**src/rtl/simple_mon_pkg.sv**
```systemverilog
// Shared types and defaults for the simple core output monitor.
package simple_mon_pkg;

   localparam int MON_CNT_W_DEF = 8;
   localparam int MON_DEPTH_DEF = 4;

   typedef struct packed {
      logic                     level;
      logic [MON_CNT_W_DEF-1:0] len;
   } mon_evt_t;

endpackage

```
**src/rtl/simple_evt_fifo.sv**
```systemverilog
// Show-ahead event FIFO: head entry is visible combinationally, reads zero when empty.
module simple_evt_fifo #(
   parameter int W     = 9,
   parameter int DEPTH = 4
) (
   input  logic                       clk,
   input  logic                       rst_n,
   input  logic                       push,
   input  logic                       pop,
   input  logic [W-1:0]               wr_data,
   output logic [W-1:0]               rd_data,
   output logic                       full,
   output logic                       empty,
   output logic [$clog2(DEPTH):0]     count
);

   localparam int PW = $clog2(DEPTH);
   localparam int CW = PW + 1;

   logic [W-1:0]  mem [DEPTH];
   logic [PW-1:0] wr_ptr;
   logic [PW-1:0] rd_ptr;
   logic          do_push;
   logic          do_pop;

   assign full    = (count == CW'(DEPTH));
   assign empty   = (count == '0);
   assign do_pop  = pop & ~empty;
   // When full, a simultaneous pop frees the slot the write lands in.
   assign do_push = push & (~full | do_pop);
   assign rd_data = empty ? '0 : mem[rd_ptr];

   always_ff @(posedge clk or negedge rst_n) begin
      if (!rst_n) begin
         wr_ptr <= '0;
         rd_ptr <= '0;
         count  <= '0;
      end else begin
         if (do_push) wr_ptr <= wr_ptr + 1'b1;
         if (do_pop)  rd_ptr <= rd_ptr + 1'b1;
         case ({do_push, do_pop})
            2'b10:   count <= count + 1'b1;
            2'b01:   count <= count - 1'b1;
            default: count <= count;
         endcase
      end
   end

   always_ff @(posedge clk) begin
      if (do_push) mem[wr_ptr] <= wr_data;
   end

endmodule

```
**src/rtl/simple_out_monitor.sv**
```systemverilog
// Watches the core's out net: synchronises it, measures run lengths and queues one record per transition.
module simple_out_monitor
   import simple_mon_pkg::*;
#(
   parameter int CNT_W = MON_CNT_W_DEF,
   parameter int DEPTH = MON_DEPTH_DEF
) (
   input  logic                       iccad_clk,
   input  logic                       iccad_rst_n,
   input  logic                       mon_in,
   input  logic                       en,
   output logic                       evt_valid,
   input  logic                       evt_ready,
   output logic                       evt_level,
   output logic [CNT_W-1:0]           evt_len,
   output logic [$clog2(DEPTH):0]     evt_count,
   output logic                       ovf,
   input  logic                       clr_ovf
);

   typedef struct packed {
      logic             level;
      logic [CNT_W-1:0] len;
   } evt_rec_t;

   logic             sync_q1;
   logic             sync_q2;
   logic             prev_lvl;
   logic [CNT_W-1:0] run_cnt;
   logic [CNT_W-1:0] run_next;
   logic             evt_edge;
   logic             push;
   logic             pop;
   logic             fifo_full;
   logic             fifo_empty;
   evt_rec_t         push_rec;
   evt_rec_t         head_rec;

   assign evt_edge = en & (sync_q2 != prev_lvl);
   assign run_next = (&run_cnt) ? run_cnt : run_cnt + 1'b1;
   assign pop      = evt_valid & evt_ready;
   assign push     = evt_edge & (~fifo_full | pop);
   assign push_rec = '{level: prev_lvl, len: run_next};

   assign evt_valid = ~fifo_empty;
   assign evt_level = head_rec.level;
   assign evt_len   = head_rec.len;

   // prev_lvl follows the synchronised level even while disabled, so changes seen with en=0 never surface later.
   always_ff @(posedge iccad_clk or negedge iccad_rst_n) begin
      if (!iccad_rst_n) begin
         sync_q1  <= 1'b0;
         sync_q2  <= 1'b0;
         prev_lvl <= 1'b0;
      end else begin
         sync_q1  <= mon_in;
         sync_q2  <= sync_q1;
         prev_lvl <= sync_q2;
      end
   end

   always_ff @(posedge iccad_clk or negedge iccad_rst_n) begin
      if (!iccad_rst_n) begin
         run_cnt <= '0;
      end else if (evt_edge) begin
         run_cnt <= '0;
      end else if (en) begin
         run_cnt <= run_next;
      end
   end

   // A drop takes priority over a clear landing in the same cycle.
   always_ff @(posedge iccad_clk or negedge iccad_rst_n) begin
      if (!iccad_rst_n) begin
         ovf <= 1'b0;
      end else if (evt_edge & fifo_full & ~pop) begin
         ovf <= 1'b1;
      end else if (clr_ovf) begin
         ovf <= 1'b0;
      end
   end

   simple_evt_fifo #(
      .W     ($bits(evt_rec_t)),
      .DEPTH (DEPTH)
   ) u_fifo (
      .clk     (iccad_clk),
      .rst_n   (iccad_rst_n),
      .push    (push),
      .pop     (pop),
      .wr_data (push_rec),
      .rd_data (head_rec),
      .full    (fifo_full),
      .empty   (fifo_empty),
      .count   (evt_count)
   );

endmodule
```
**config.mk**
```make
export PLATFORM = sky130hd
export DESIGN_NAME = simple_out_monitor
export DESIGN_NICKNAME = d
export VERILOG_FILES = /design/src/rtl/simple_mon_pkg.sv /design/src/rtl/simple_evt_fifo.sv /design/src/rtl/simple_out_monitor.sv
export SDC_FILE = /design/constraint.sdc
export NUM_CORES = 1
export LEC_CHECK = 0
export CORE_MARGIN = 10
export CORE_UTILIZATION = 45
export CTS_CLUSTER_SIZE = 24
export DETAILED_ROUTE_END_ITERATION = 12
export PLACE_DENSITY = 0.67
export SETUP_SLACK_MARGIN = 0.3
export SLEW_MARGIN = 10
export SYNTH_ARGS = -nofsm -noshare
export SYNTH_HDL_FRONTEND = slang
export SYNTH_SLANG_ARGS = --single-unit
```
**constraint.sdc**
```tcl
create_clock -name iccad_clk -period 2.2 [get_ports iccad_clk]
set_input_delay 0.33 -clock iccad_clk [delete_from_list [all_inputs] [get_ports iccad_clk]]
set_output_delay 0.33 -clock iccad_clk [all_outputs]
set_load 0.01 [all_outputs]
```
==> Word-level counts from Yosys, hierarchy flattened <==
Memory sizes are Yosys's and may differ from the RTL's.
Cells that the tools add are included.
{ "word_totals": {"ff_bits": 19, "mem_bits_rw": 36, "in_bits": 6, "out_inout_bits": 14, "n_memories": 1} }
{ "op_classes": {"addsub": 5, "n_eq_ne": 4, "n_mux": 9, "bitwise_logic": 12, "reduce_logical": 5} }
{ "memory_table": {"columns": ["name", "words", "word_bits", "rd", "rd_clocked_by_memory_dff", "write_ports", "line_no", "text"], "rows": [
  ["u_fifo.mem", 4, 9, 1, 0, 1, "simple_evt_fifo.sv:20", "logic [W-1:0] mem [DEPTH];"]
]} }
{ "ops": {"columns": ["operator", "n"], "rows": [
  ["8-bit 2-to-1 mux", 3],
  ["9-bit 2-to-1 mux", 1],
  ["8-bit by 1-bit adder with 8-bit output (second input constant)", 1],
  ["8-bit AND reduction", 1],
  ["1-bit bitwise AND", 7],
  ["3-bit one-hot mux with 2 select lines", 1],
  ["2-bit nonzero test", 3],
  ["2-bit by 1-bit adder with 2-bit output (second input constant)", 2],
  ["1-bit 2-to-1 mux", 4],
  ["3-bit by 1-bit adder with 3-bit output (second input constant)", 1],
  ["3-bit equality test (second input constant)", 1],
  ["3-bit logical NOT", 1],
  ["1-bit NOT", 3],
  ["3-bit by 1-bit subtractor with 3-bit output (second input constant)", 1],
  ["2-bit by 1-bit equality test with 1-bit output (second input constant)", 1],
  ["2-bit equality test (second input constant)", 1],
  ["1-bit OR", 2],
  ["1-bit != test", 1]
]} }

==> Logic depth before layout (Yosys ltp) <==
{ "depth": {"ltp_word": 8, "ltp_mapped": 10} }

==> Modules after synthesis <==
A second synthesis with hierarchy kept.
{ "hier_totals": {"hier_cells": 181, "hier_area_um2": 2576.2} }
{ "by_module_without_submodules": {"columns": ["mod", "n_inst", "cells_each", "area_each_um2"], "rows": [
  ["simple_evt_fifo", 1, 96, 1794.2],
  ["simple_out_monitor", 1, 85, 782.0]
]} }

==> Worst setup path after synthesis <==
Ideal clock, no wire load.
{ "synth_path": {"path_type": "reg2reg", "startpoint": "register u_fifo.count[0]", "endpoint": "register u_fifo.count[2]", "setup_ns": 0.079, "arrival_time_ns": 2.267, "path_slack_ns": -0.146, "path_stages_with_launch": 11, "period_less_slack_ns": 2.346, "path_cell_list": "dfrtp_1 or4b_1 and3_1 buf_6 inv_1 ha_1 inv_1 fa_1 xor2_1 nor2_1 xor2_1"} }
{ "synth_via": {"elab_chain_cells": 8, "word_cells_on_any_way": 16, "classes_between": "add/sub (2); eq/ne (3); mux (1); bitwise (8); reduce/logical (2)"} }
{ "synth_lines": {"columns": ["item", "line_no", "text"], "rows": [
  ["start: declaration", "simple_evt_fifo.sv:14", "output logic [$clog2(DEPTH):0] count"],
  ["start signal: assignment", "simple_evt_fifo.sv:42", "2'b10: count <= count + 1'b1;"],
  ["start signal: assignment", "simple_evt_fifo.sv:43", "2'b01: count <= count - 1'b1;"],
  ["start signal: assignment", "simple_evt_fifo.sv:44", "default: count <= count;"],
  ["3-bit logical NOT", "simple_evt_fifo.sv:27", "assign empty = (count == '0);"],
  ["1-bit NOT", "simple_evt_fifo.sv:28, simple_out_monitor.sv:45", null],
  ["1-bit bitwise AND", "simple_out_monitor.sv:41", "assign pop = evt_valid & evt_ready;"],
  ["1-bit OR / 1-bit bitwise AND (equally long branches)", "simple_out_monitor.sv:42, simple_evt_fifo.sv:28", null],
  ["1-bit bitwise AND / 1-bit OR (equally long branches)", "simple_out_monitor.sv:42, simple_evt_fifo.sv:30", null],
  ["1-bit bitwise AND", "simple_evt_fifo.sv:30", "assign do_push = push & (~full | do_pop);"],
  ["2-bit by 1-bit equality test with 1-bit output / 2-bit equality test (equally long branches)", "simple_evt_fifo.sv:41", "case ({do_push, do_pop})"],
  ["3-bit one-hot mux with 2 select lines / 2-bit nonzero test (equally long branches)", null, null]
]} }
Parallel ways exist; a longest one is shown, timed or not.
A chain may end at the register's enable or synchronous reset.

==> Worst setup path after layout <==
Ends and elaborated chain as after synthesis.

==> results.toml <==
[finish]
fin_nets = 219
fin_area_um2 = 3070
drive_above_1_share_pct = 33.3
antenna_cells = 0
multi_input_area_um2 = 886
ff_latch_area_um2 = 1560
areaGrowthSynthToFinish_pct = 23.6
fillers = 422

[worst_hold_path]
hold_path_class = "input port to async pin"

[die]
coreArea_um2 = 5240
die_y_um = 94.3
initial_core_util_pct = 47.4
io_pins = 20
dieArea_um2 = 8890
die_w_um = 94.3
row_count = 26

[place]
port_buffers = 19
place_congestion = 0.856
dp_slack_ps = -426
placed_area_um2 = 2830
hpwl_mm = 3.19

[synth]
syn-num-nets = 179
syn_area_per_cell_um2 = 15.0
async_flop_share_pct = 34.5
synth_cell_types = 42
ys_seq_area_share_pct = 62.7
syn_inst = 166
synth_area_um2 = 2480
synth_edf_count = 36
synth-main-ff-cell = "edfxtp_1"
ys_seq_elements = 55
yosysWarningCount = 0

[timing]
final_hold_viol_count = 0
fin_tns_setup_ps = 0
slew_headroom_pct = 63.0
fmax_mhz = 461
drv_slew = 0
fin_crit_ps = 2170
setup_ws_ps = 29.9
tightest_slew_ps = 549
setup_viol = 0
rsz0062_at_grt = "yes"
fin_skew_ps = 7.84
period_share_pct = 98.6

[clock_tree]
cts.htree.levels = 2
cts_buffer_depth = 2
cts_sinks = 55
cts_buffers = 5
cts-root-buf = "clkbuf_8"
clock_latency_ps = 300
cts_tree = "yes"
clkTransAtPathRegs_ps = 100

[power_and_ir_drop]
switching_share_pct = 28.2
pwr-share-clk_pct = 21.5
vdd_ir_drop_max_uv = 428
intPower_mw = 2.55
p_per_area_nw_per_um2 = 1160
pwr-share-seq_pct = 39.7
combPwrFrac_pct = 38.8
power_switching_mw = 0.999
p_leak_nw = 1.22

[critical_path]
path_max_fanout = 3
max_stage_delay_ps = 530
cp-start-kind = "flip-flop"
endpoint_kind = "flip-flop"
crit_chain = "or4b_4, and3_4, inv_2, ha_4, inv_2, fa_2, xor2_1, nor2_1, xor2_1"
cp.arrival_ps = 2400
cpMaxStageDelayCell = "or4b_4"
path_class = "flip-flop to flip-flop"
crit_required_ps = 2430

[global_route]
grt.met1_usage_pct = 13.2
overflow = 0
grt_pass1_wl_mm = 7.53
use_met2_pct = 18.4
grt_pass1_vias = 1466
top_usage_layer = "met2"
use_met3_pct = 3.04
grtUsageTotal_pct = 10.9
antenna_found_initial = 0
grt_max_degree = 20

[detailed_routing]
wl_mm = 4.65
antenna_left = 0
num_vias = 1479
drcViolationCount = 0
wire_per_inst_um = 16.8
drt_iter0_markers = 88
viasPerCell = 5.34
firstDrtPassIters = 4

[flow_run]
drv_cap = 0

[outcome]
status = "finished clean"
repair_timing:
action,4_1_cts,5_1_grt
setup buffers,3,7
hold buffers,0,0
pin swaps,5,5
resized for setup,20,38
cloned,1,0
setup endpoints to repair,48,16
cells by family (layout without fill, tap and decap cells):
logic type / after synthesis / in the layout / share of synthesized area, %
AOI/OAI and AO/OA: 21 / 21 / 6.10
and+or+nand+nor: 43 / 43 / 10.7
muxes: 14 / 14 / 10.5
adders and majority gates: 7 / 7 / 3.83
xor gates and xnor gates: 9 / 9 / 3.18
buffers and inverters: 17 / 58 / 2.97
DFF: 55 / 55 / 62.7
state kept, by name, indices dropped and copies added (netlist names):
| register | count |
|---|---|
| ovf | 1 |
| prev_lvl | 1 |
| run_cnt | 8 |
| sync_q1 | 1 |
| sync_q2 | 1 |
| u_fifo.count | 3 |
| u_fifo.mem | 36 |
| u_fifo.rd_ptr | 2 |
| u_fifo.wr_ptr | 2 |
synthesized netlist by cell type, drive strengths merged (3+ instances only):
cell type   n  share of area (%)
mux2        4                2.0
clkbuf      6               0.91
and4        4                1.4
a21oi       4               0.81
xnor2       4                1.4
and3        5                1.3
inv         8                1.2
and2       15                3.9
ha          6                3.0
mux4        9                8.2
dfrtp      19                 19
nand2       6               0.91
edfxtp     36                 44
buf         3               0.86
nand3       3               0.60
xor2        5                1.8
power by group through the flow:
stage	Combinational (mW)	Sequential (mW)	Clock, mW
floorplan	0.714	1.38	0
global placement	1.20	1.41	0
detailed placement	1.25	1.42	0
CTS	1.26	1.41	0.776
global route	1.50	1.43	0.823
finish	1.38	1.41	0.764
final timing paths:
check                           startpoint               end  slack, ps  cells past startpoint
max                        u_fifo.count[0]   u_fifo.count[2]         30                      9
min                            iccad_rst_n           sync_q2        350                      2
max reg2reg                u_fifo.count[0]   u_fifo.count[2]         30                      9
min reg2reg                        sync_q1           sync_q2        370                      0
max in group asynchronous      iccad_rst_n  u_fifo.rd_ptr[1]       1620                      2
min in group iccad_clk             sync_q1           sync_q2        370                      0
final cells by class:
type / instances / share of cell area (%)
Timing Repair Buffer: 42 / 12.2
Sequential cell: 55 / 50.8
Inverter: 8 / 0.978
Clock buffer: 6 / 2.36
Clock inverter: 2 / 1.96
Tap cell: 70 / 2.85
Multi-Input combinational cell: 94 / 28.9
per-stage QoR:
step / cells / power, mW / utilization, % / hold WS [ps]
global placement: 258 / 2.60 / 54.1 / 340
detailed placement: 258 / 2.67 / 54.1 / 344
finish: 277 / 3.55 / 58.6 / 351
CTS: 270 / 3.45 / 57.5 / 353
global route: 277 / 3.75 / 58.6 / 359
floorplan: 166 / 2.09 / - / 34.4
routing by layer:
metal,share of wire (%),up-vias
met1,43,728
li1,-,713
met5,0,-
met4,0.97,0
met2,51,33
met3,4.4,5
critical path, delay by kind of cell, from the launching register on:
family | cells | cell delay [ps]
XOR/XNOR | 2 | 310
adder cells (fa/ha/maj) | 2 | 450
buffers and inverters | 2 | 90
flip-flops | 1 | 410
AND/OR/NAND/NOR | 3 | 840
layout by cell type, fill, tap and decap left out, types with 2 or more instances in the layout:
cell	netlist	layout
nor2_1	2	2
xor2_1	5	5
nor3_1	2	2
clkdlybuf4s50_1	0	8
nand3_1	3	3
xnor2_1	4	4
buf_6	1	6
a31oi_1	2	2
ha_1	6	5
o21ai_0	2	2
inv_1	8	6
edfxtp_1	36	36
buf_2	2	8
and2_1	12	10
a21oi_1	4	4
and3_1	5	4
buf_4	0	15
dfrtp_1	19	17
nand4_1	2	2
inv_2	0	2
and4_1	4	4
and2_2	3	4
a211oi_1	2	2
clkbuf_8	0	5
nand2_1	6	5
mux4_2	9	9
dfrtp_2	0	2
mux2_2	3	3
bufinv_16	0	2
Power figures use the tool's default switching activity.
